==> src/rtl/bus_xfer_ctrl.sv <==
// Register-to-register transfer sequencer for the shared 8-bit bus: 2-entry request queue, IDLE/DRIVE/LATCH FSM.
// Optional bus snoop register enabled by defining BUS_SNOOP_EN.
module bus_xfer_ctrl #(
  parameter int NREG  = 8,
  parameter int SEL_W = 3
) (
  input  logic             clk,
  input  logic             rst_n,
  // Handshake: a request transfers on a rising edge where req_valid && req_ready;
  // req_valid may be held with stable payload until then, req_ready depends only on state.
  input  logic             req_valid,
  input  logic [SEL_W-1:0] req_src,
  input  logic [SEL_W-1:0] req_dst,
  output logic             req_ready,
  output logic [NREG-1:0]  en,
  output logic [NREG-1:0]  load,
  output logic             done,
  output logic             err,
  output logic             busy,
`ifdef BUS_SNOOP_EN
  input  logic [7:0]       bus,
  output logic [7:0]       snoop_data,
`endif
  output logic [1:0]       dbg_state
);

  localparam logic [1:0] ST_IDLE  = 2'd0;
  localparam logic [1:0] ST_DRIVE = 2'd1;
  localparam logic [1:0] ST_LATCH = 2'd2;

  localparam logic [SEL_W:0]  NREG_W = (SEL_W + 1)'(NREG);
  localparam logic [NREG-1:0] ONE    = {{(NREG-1){1'b0}}, 1'b1};

  logic [1:0]       state, state_n;
  logic [SEL_W-1:0] cur_src, cur_dst, src_n, dst_n;
  logic [SEL_W-1:0] q_src [2];
  logic [SEL_W-1:0] q_dst [2];
  logic [1:0]       count, count_n, wr_idx;

  logic accept, req_ok, push, pop, q_pop, q_push;

  assign req_ready = (count < 2'd2);
  assign dbg_state = state;

  always_comb begin
    accept  = req_valid && req_ready;
    req_ok  = (req_src != req_dst) && ({1'b0, req_src} < NREG_W) && ({1'b0, req_dst} < NREG_W);
    push    = accept && req_ok;
    pop     = ((state == ST_IDLE) || (state == ST_LATCH)) && ((count != 2'd0) || push);
    // With an empty queue the incoming request is popped on the same edge it is pushed.
    q_pop   = pop && (count != 2'd0);
    q_push  = push && !(pop && (count == 2'd0));
    count_n = count + {1'b0, q_push} - {1'b0, q_pop};
    wr_idx  = count - {1'b0, q_pop};

    src_n = cur_src;
    dst_n = cur_dst;
    if (pop) begin
      src_n = (count != 2'd0) ? q_src[0] : req_src;
      dst_n = (count != 2'd0) ? q_dst[0] : req_dst;
    end

    state_n = state;
    case (state)
      ST_IDLE:  state_n = pop ? ST_DRIVE : ST_IDLE;
      ST_DRIVE: state_n = ST_LATCH;
      ST_LATCH: state_n = pop ? ST_DRIVE : ST_IDLE;
      default:  state_n = ST_IDLE;
    endcase
  end

  always_ff @(posedge clk or negedge rst_n) begin
    if (!rst_n) begin
      state    <= ST_IDLE;
      cur_src  <= '0;
      cur_dst  <= '0;
      q_src[0] <= '0;
      q_src[1] <= '0;
      q_dst[0] <= '0;
      q_dst[1] <= '0;
      count    <= 2'd0;
      en       <= '0;
      load     <= '0;
      done     <= 1'b0;
      err      <= 1'b0;
      busy     <= 1'b0;
    end else begin
      state   <= state_n;
      cur_src <= src_n;
      cur_dst <= dst_n;
      count   <= count_n;
      if (q_pop) begin
        q_src[0] <= q_src[1];
        q_dst[0] <= q_dst[1];
      end
      // Placed after the shift so a simultaneous push into slot 0 wins.
      if (q_push) begin
        q_src[wr_idx[0]] <= req_src;
        q_dst[wr_idx[0]] <= req_dst;
      end
      en   <= (state_n != ST_IDLE)  ? (ONE << src_n) : '0;
      load <= (state_n == ST_LATCH) ? (ONE << dst_n) : '0;
      done <= (state == ST_LATCH);
      err  <= accept && !req_ok;
      busy <= (state_n != ST_IDLE) || (count_n != 2'd0);
    end
  end

`ifdef BUS_SNOOP_EN
  always_ff @(posedge clk or negedge rst_n) begin
    if (!rst_n)                 snoop_data <= 8'h00;
    else if (state == ST_LATCH) snoop_data <= bus;
  end
`endif

endmodule

==> config.mk <==
export PLATFORM = sky130hd
export DESIGN_NAME = bus_xfer_ctrl
export DESIGN_NICKNAME = d
export VERILOG_FILES = /design/src/rtl/bus_xfer_ctrl.sv
export SDC_FILE = /design/constraint.sdc
export NUM_CORES = 1
export LEC_CHECK = 0
export CORE_MARGIN = 5
export CORE_UTILIZATION = 52
export DETAILED_ROUTE_END_ITERATION = 12
export HOLD_SLACK_MARGIN = 0.02
export PLACE_DENSITY_LB_ADDON = 0.2
export SLEW_MARGIN = 10
export SYNTH_ARGS = -nofsm -noshare
export SYNTH_HDL_FRONTEND = slang
export SYNTH_SLANG_ARGS = --single-unit
==> constraint.sdc <==
create_clock -name clk -period 2.7 [get_ports clk]
set_clock_uncertainty 0.2 [all_clocks]
set_input_delay 0.54 -clock clk [delete_from_list [all_inputs] [get_ports clk]]
set_output_delay 0.54 -clock clk [all_outputs]
set_load 0.005 [all_outputs]
==> parameters.txt <==
Parameter                              Value

Clock network
  Num Clock Sinks    41
  Number of buffers on the longest clock path    2
  Hold bufs inserted after CTS    0
  Clock latency reported for the late side of the worst-skew pair    0.35 ns
  Clock slew seen by the registers of the worst setup and hold paths    0.12 ns
  Clock tree from TritonCTS    yes
  Number of clock buffers inserted by TritonCTS    5
  Clock tree root buffer cell    sky130_fd_sc_hd__clkbuf_4
  Setup fix buffers added after clock tree synthesis    0
  Count of H-tree levels built during CTS    2

Floorplanning
  Std cell rows    21
  Top-Level Pins    31
  Die boundary height    68.8 µm
  Total Die Area    0.00474 mm²
  X dimension of the die    68.8 µm
  Initial Util    between 50% and 60%
  Area of the core    0.00334 mm²

Yosys
  Prevailing post-synth register cell    sky130_fd_sc_hd__dfrtp_1
  Register bit total from synthesis    41
  Total nets after synthesis    150
  Cells after synthesis    139
  Count of flip-flops with a built-in enable after synthesis    0
  Share of the yosys chip area belonging to registers    57.0%
  Synth async-reset ratio    100%
  Netlist cell types    45
  Area of the mapped netlist    0.00180 mm²
  Count of synthesis-stage warnings from yosys    0
  Avg Synthesized Cell Area    12.9 µm²

STA
  Fin worst setup slack    0.0801 ns
  Number of endpoints failing setup at the final stage    0
  Post-layout min period    roughly 2.6 ns
  Count of endpoints failing hold in the final timing report    0
  Post-route worst hold slack    0.0810 ns
  Max_slew headroom    a little over two fifths
  Highest attainable clock frequency    around 0.38 GHz
  Slew @ Worst Pin    0.857 ns
  Final period utilization    97.0%
  Final Max Slew Viols    0
  Setup TNS    0 ns
  Setup repair after global routing missed its margin    false

Detailed routing
  ANT nets after route    0
  Routed length per instance    approximately 14 µm
  Number of DRC markers after the initial detailed-route iteration    59
  Total vias in the final route    1259
  Detailed-routing iteration count for the pre-antenna-repair pass    4
  DRT Wirelength    3260 µm
  Vias per cell    5.38
  Remaining design rule violation count    0

GRT
  Met3 track demand over resource in global routing    about 4.4%
  Largest net degree at the start of global routing    42
  Met1 GRT Util    20.7%
  Global-route usage over all layers    15.7%
  Met2 demand-to-capacity share in global routing    24.0%
  Number of global-route vias before repair    1111
  Number of antenna violations at the first check in global routing    0
  Global-route wire length before repair    roughly 5300 µm
  Most used routing layer in global routing    met2
  Global-route congestion overflow total    0

Finish
  N_diodes    0
  Fill cell total of the finished layout    261
  Layout area overhead    29.2%
  Highest-count cells in the layout ignoring fill and taps    sky130_fd_sc_hd__dfrtp_1 (41), sky130_fd_sc_hd__clkdlybuf4s50_1 (28), sky130_fd_sc_hd__buf_4 (15), sky130_fd_sc_hd__nand2_1 (9), sky130_fd_sc_hd__nor3_1 (9)
  Final Instance Area    0.00232 mm²
  Layout cells sized above 1    28.2%
  Final #Nets    ~200
  Commonest non-fill, non-tap cell in the layout    sky130_fd_sc_hd__dfrtp_1

Worst setup path
  Arrival time of data at the critical path endpoint    2.67 ns
  Largest fanout of any net on the critical path    2
  Register-to-Register Path Depth    8
  Data required time at the worst endpoint    2.75 ns
  Path type of the worst setup path    input pin to register
  Critical path capture point type    register
  Minimum setup slack among reg-to-reg paths    0.41 ns
  Endpoint of the lowest-slack register-to-register path    busy
  Startpoint type of the worst setup path    input pin
  RR Startpoint    count[0]

Place
  Estimated wirelength of the detail-placed design    2450 µm
  Count of port buffers added during placement    30
  Cell area reported after detailed placement    between 0.002 and 0.0025 mm²
  Setup slack at placement    -0.322 ns
  Weighted congestion at the end of routability-driven global placement    0.840

Pwr
  Leakage power figure    1.02 nW
  Pwr Density    1190 mW/mm²
  Maximum vdd ir drop    646 µV

Min path
  Class of the worst hold path    input pin to async pin

Job
  Maximum Capacitance Violations    0

Outcome
  Status    complete, no violations
where the power goes:
group	internal [mW]	switching (mW)
Combinational	0.678	0.674
Sequential	0.859	0.148
Clock	0.220	0.196
Total	1.76	1.02
cells by family (layout without fill, tap and decap cells):
kind of cell             count (synthesis)  count (layout)  synth area share (%)
flip-flops                              41              41                  57.0
AO/OA/AOI/OAI                           26              26                  13.8
adder cells (fa/ha/maj)                  2               2                  1.39
XOR/XNOR                                 6               6                  4.17
AND/OR/NAND/NOR                         40              40                  12.5
multiplexers                            13              13                  7.65
buffers and inverters                   11              60                  3.48
cells in the mapped netlist, types with 2 or more instances:
cell / count / area [µm²]
sky130_fd_sc_hd__mux2i_1: 7 / 70.1
sky130_fd_sc_hd__inv_2: 2 / 7.51
sky130_fd_sc_hd__o22ai_1: 4 / 25.0
sky130_fd_sc_hd__xnor2_1: 3 / 26.3
sky130_fd_sc_hd__a2bb2oi_4: 2 / 52.6
sky130_fd_sc_hd__nor3b_1: 2 / 15.0
sky130_fd_sc_hd__ha_1: 2 / 25.0
sky130_fd_sc_hd__mux2_2: 6 / 67.6
sky130_fd_sc_hd__o2bb2ai_2: 2 / 30.0
sky130_fd_sc_hd__and3b_2: 2 / 20.0
sky130_fd_sc_hd__xor2_2: 3 / 48.8
sky130_fd_sc_hd__nor2_1: 3 / 11.3
sky130_fd_sc_hd__dfrtp_1: 41 / 1030
sky130_fd_sc_hd__nor3_1: 10 / 50.1
sky130_fd_sc_hd__nand2_1: 9 / 33.8
sky130_fd_sc_hd__o21ai_0: 7 / 35.0
sky130_fd_sc_hd__inv_1: 5 / 18.8
sky130_fd_sc_hd__nor2_2: 2 / 12.5
timing repair:
item	in CTS	in global routing
endpoints found under the hold margin	0	0
gates resized for setup	0	2
setup endpoints to repair	0	3
worst max-delay path by stage:
stage	from	end	slack [ns]	cells past startpoint
3_5_place_dp	req_dst[1]	busy	-0.32	10
3_3_place_gp	req_dst[1]	busy	-0.27	10
2_1_floorplan	req_dst[1]	busy	0.24	9
5_1_grt	req_dst[0]	busy	0.02	10
4_1_cts	req_dst[1]	busy	0.07	10
6_report	req_dst[0]	busy	0.08	10
critical path: stages:
cell                              delay, ns
sky130_fd_sc_hd__clkdlybuf4s50_1       0.47
sky130_fd_sc_hd__xor2_2                0.20
sky130_fd_sc_hd__o311a_2               0.39
sky130_fd_sc_hd__o21ai_0               0.08
sky130_fd_sc_hd__ha_1                  0.25
sky130_fd_sc_hd__inv_1                 0.06
sky130_fd_sc_hd__ha_1                  0.15
sky130_fd_sc_hd__xnor2_1               0.13
sky130_fd_sc_hd__xnor2_1               0.09
sky130_fd_sc_hd__or3_1                 0.30
cell type report:
class | count | area, µm² | share of cell area [%]
Sequential cell | 41 | 1030 | 44.1
Multi-Input combinational cell | 87 | 716 | 30.8
Timing Repair Buffer | 45 | 410 | 17.7
Tap cell | 46 | 57.6 | 2.48
Clock buffer | 6 | 51.3 | 2.21
Clock inverter | 2 | 37.5 | 1.61
Inverter | 7 | 26.3 | 1.13
metal layers:
metal | wire length [µm] | part of all wire, % | vias to the layer above
met5 | 0 | 0 | -
met4 | 65 | 2.0 | 0
met3 | 212 | 6.5 | 11
met2 | 1550 | 48 | 35
met1 | 1430 | 44 | 618
li1 | - | - | 595
per-stage QoR:
| step | utilization (%) | instances | power (mW) |
|---|---|---|---|
| 4_1_cts | 69.4 | 234 | 2.79 |
| 3_5_place_dp | 66.8 | 226 | 2.38 |
| 5_1_grt | 69.7 | 234 | 2.98 |
| 2_1_floorplan | - | 139 | 1.93 |
| 6_report | 69.7 | 234 | 2.78 |
| 3_3_place_gp | 66.8 | 226 | 2.33 |
Note: power is estimated with default switching activity, not from simulation.
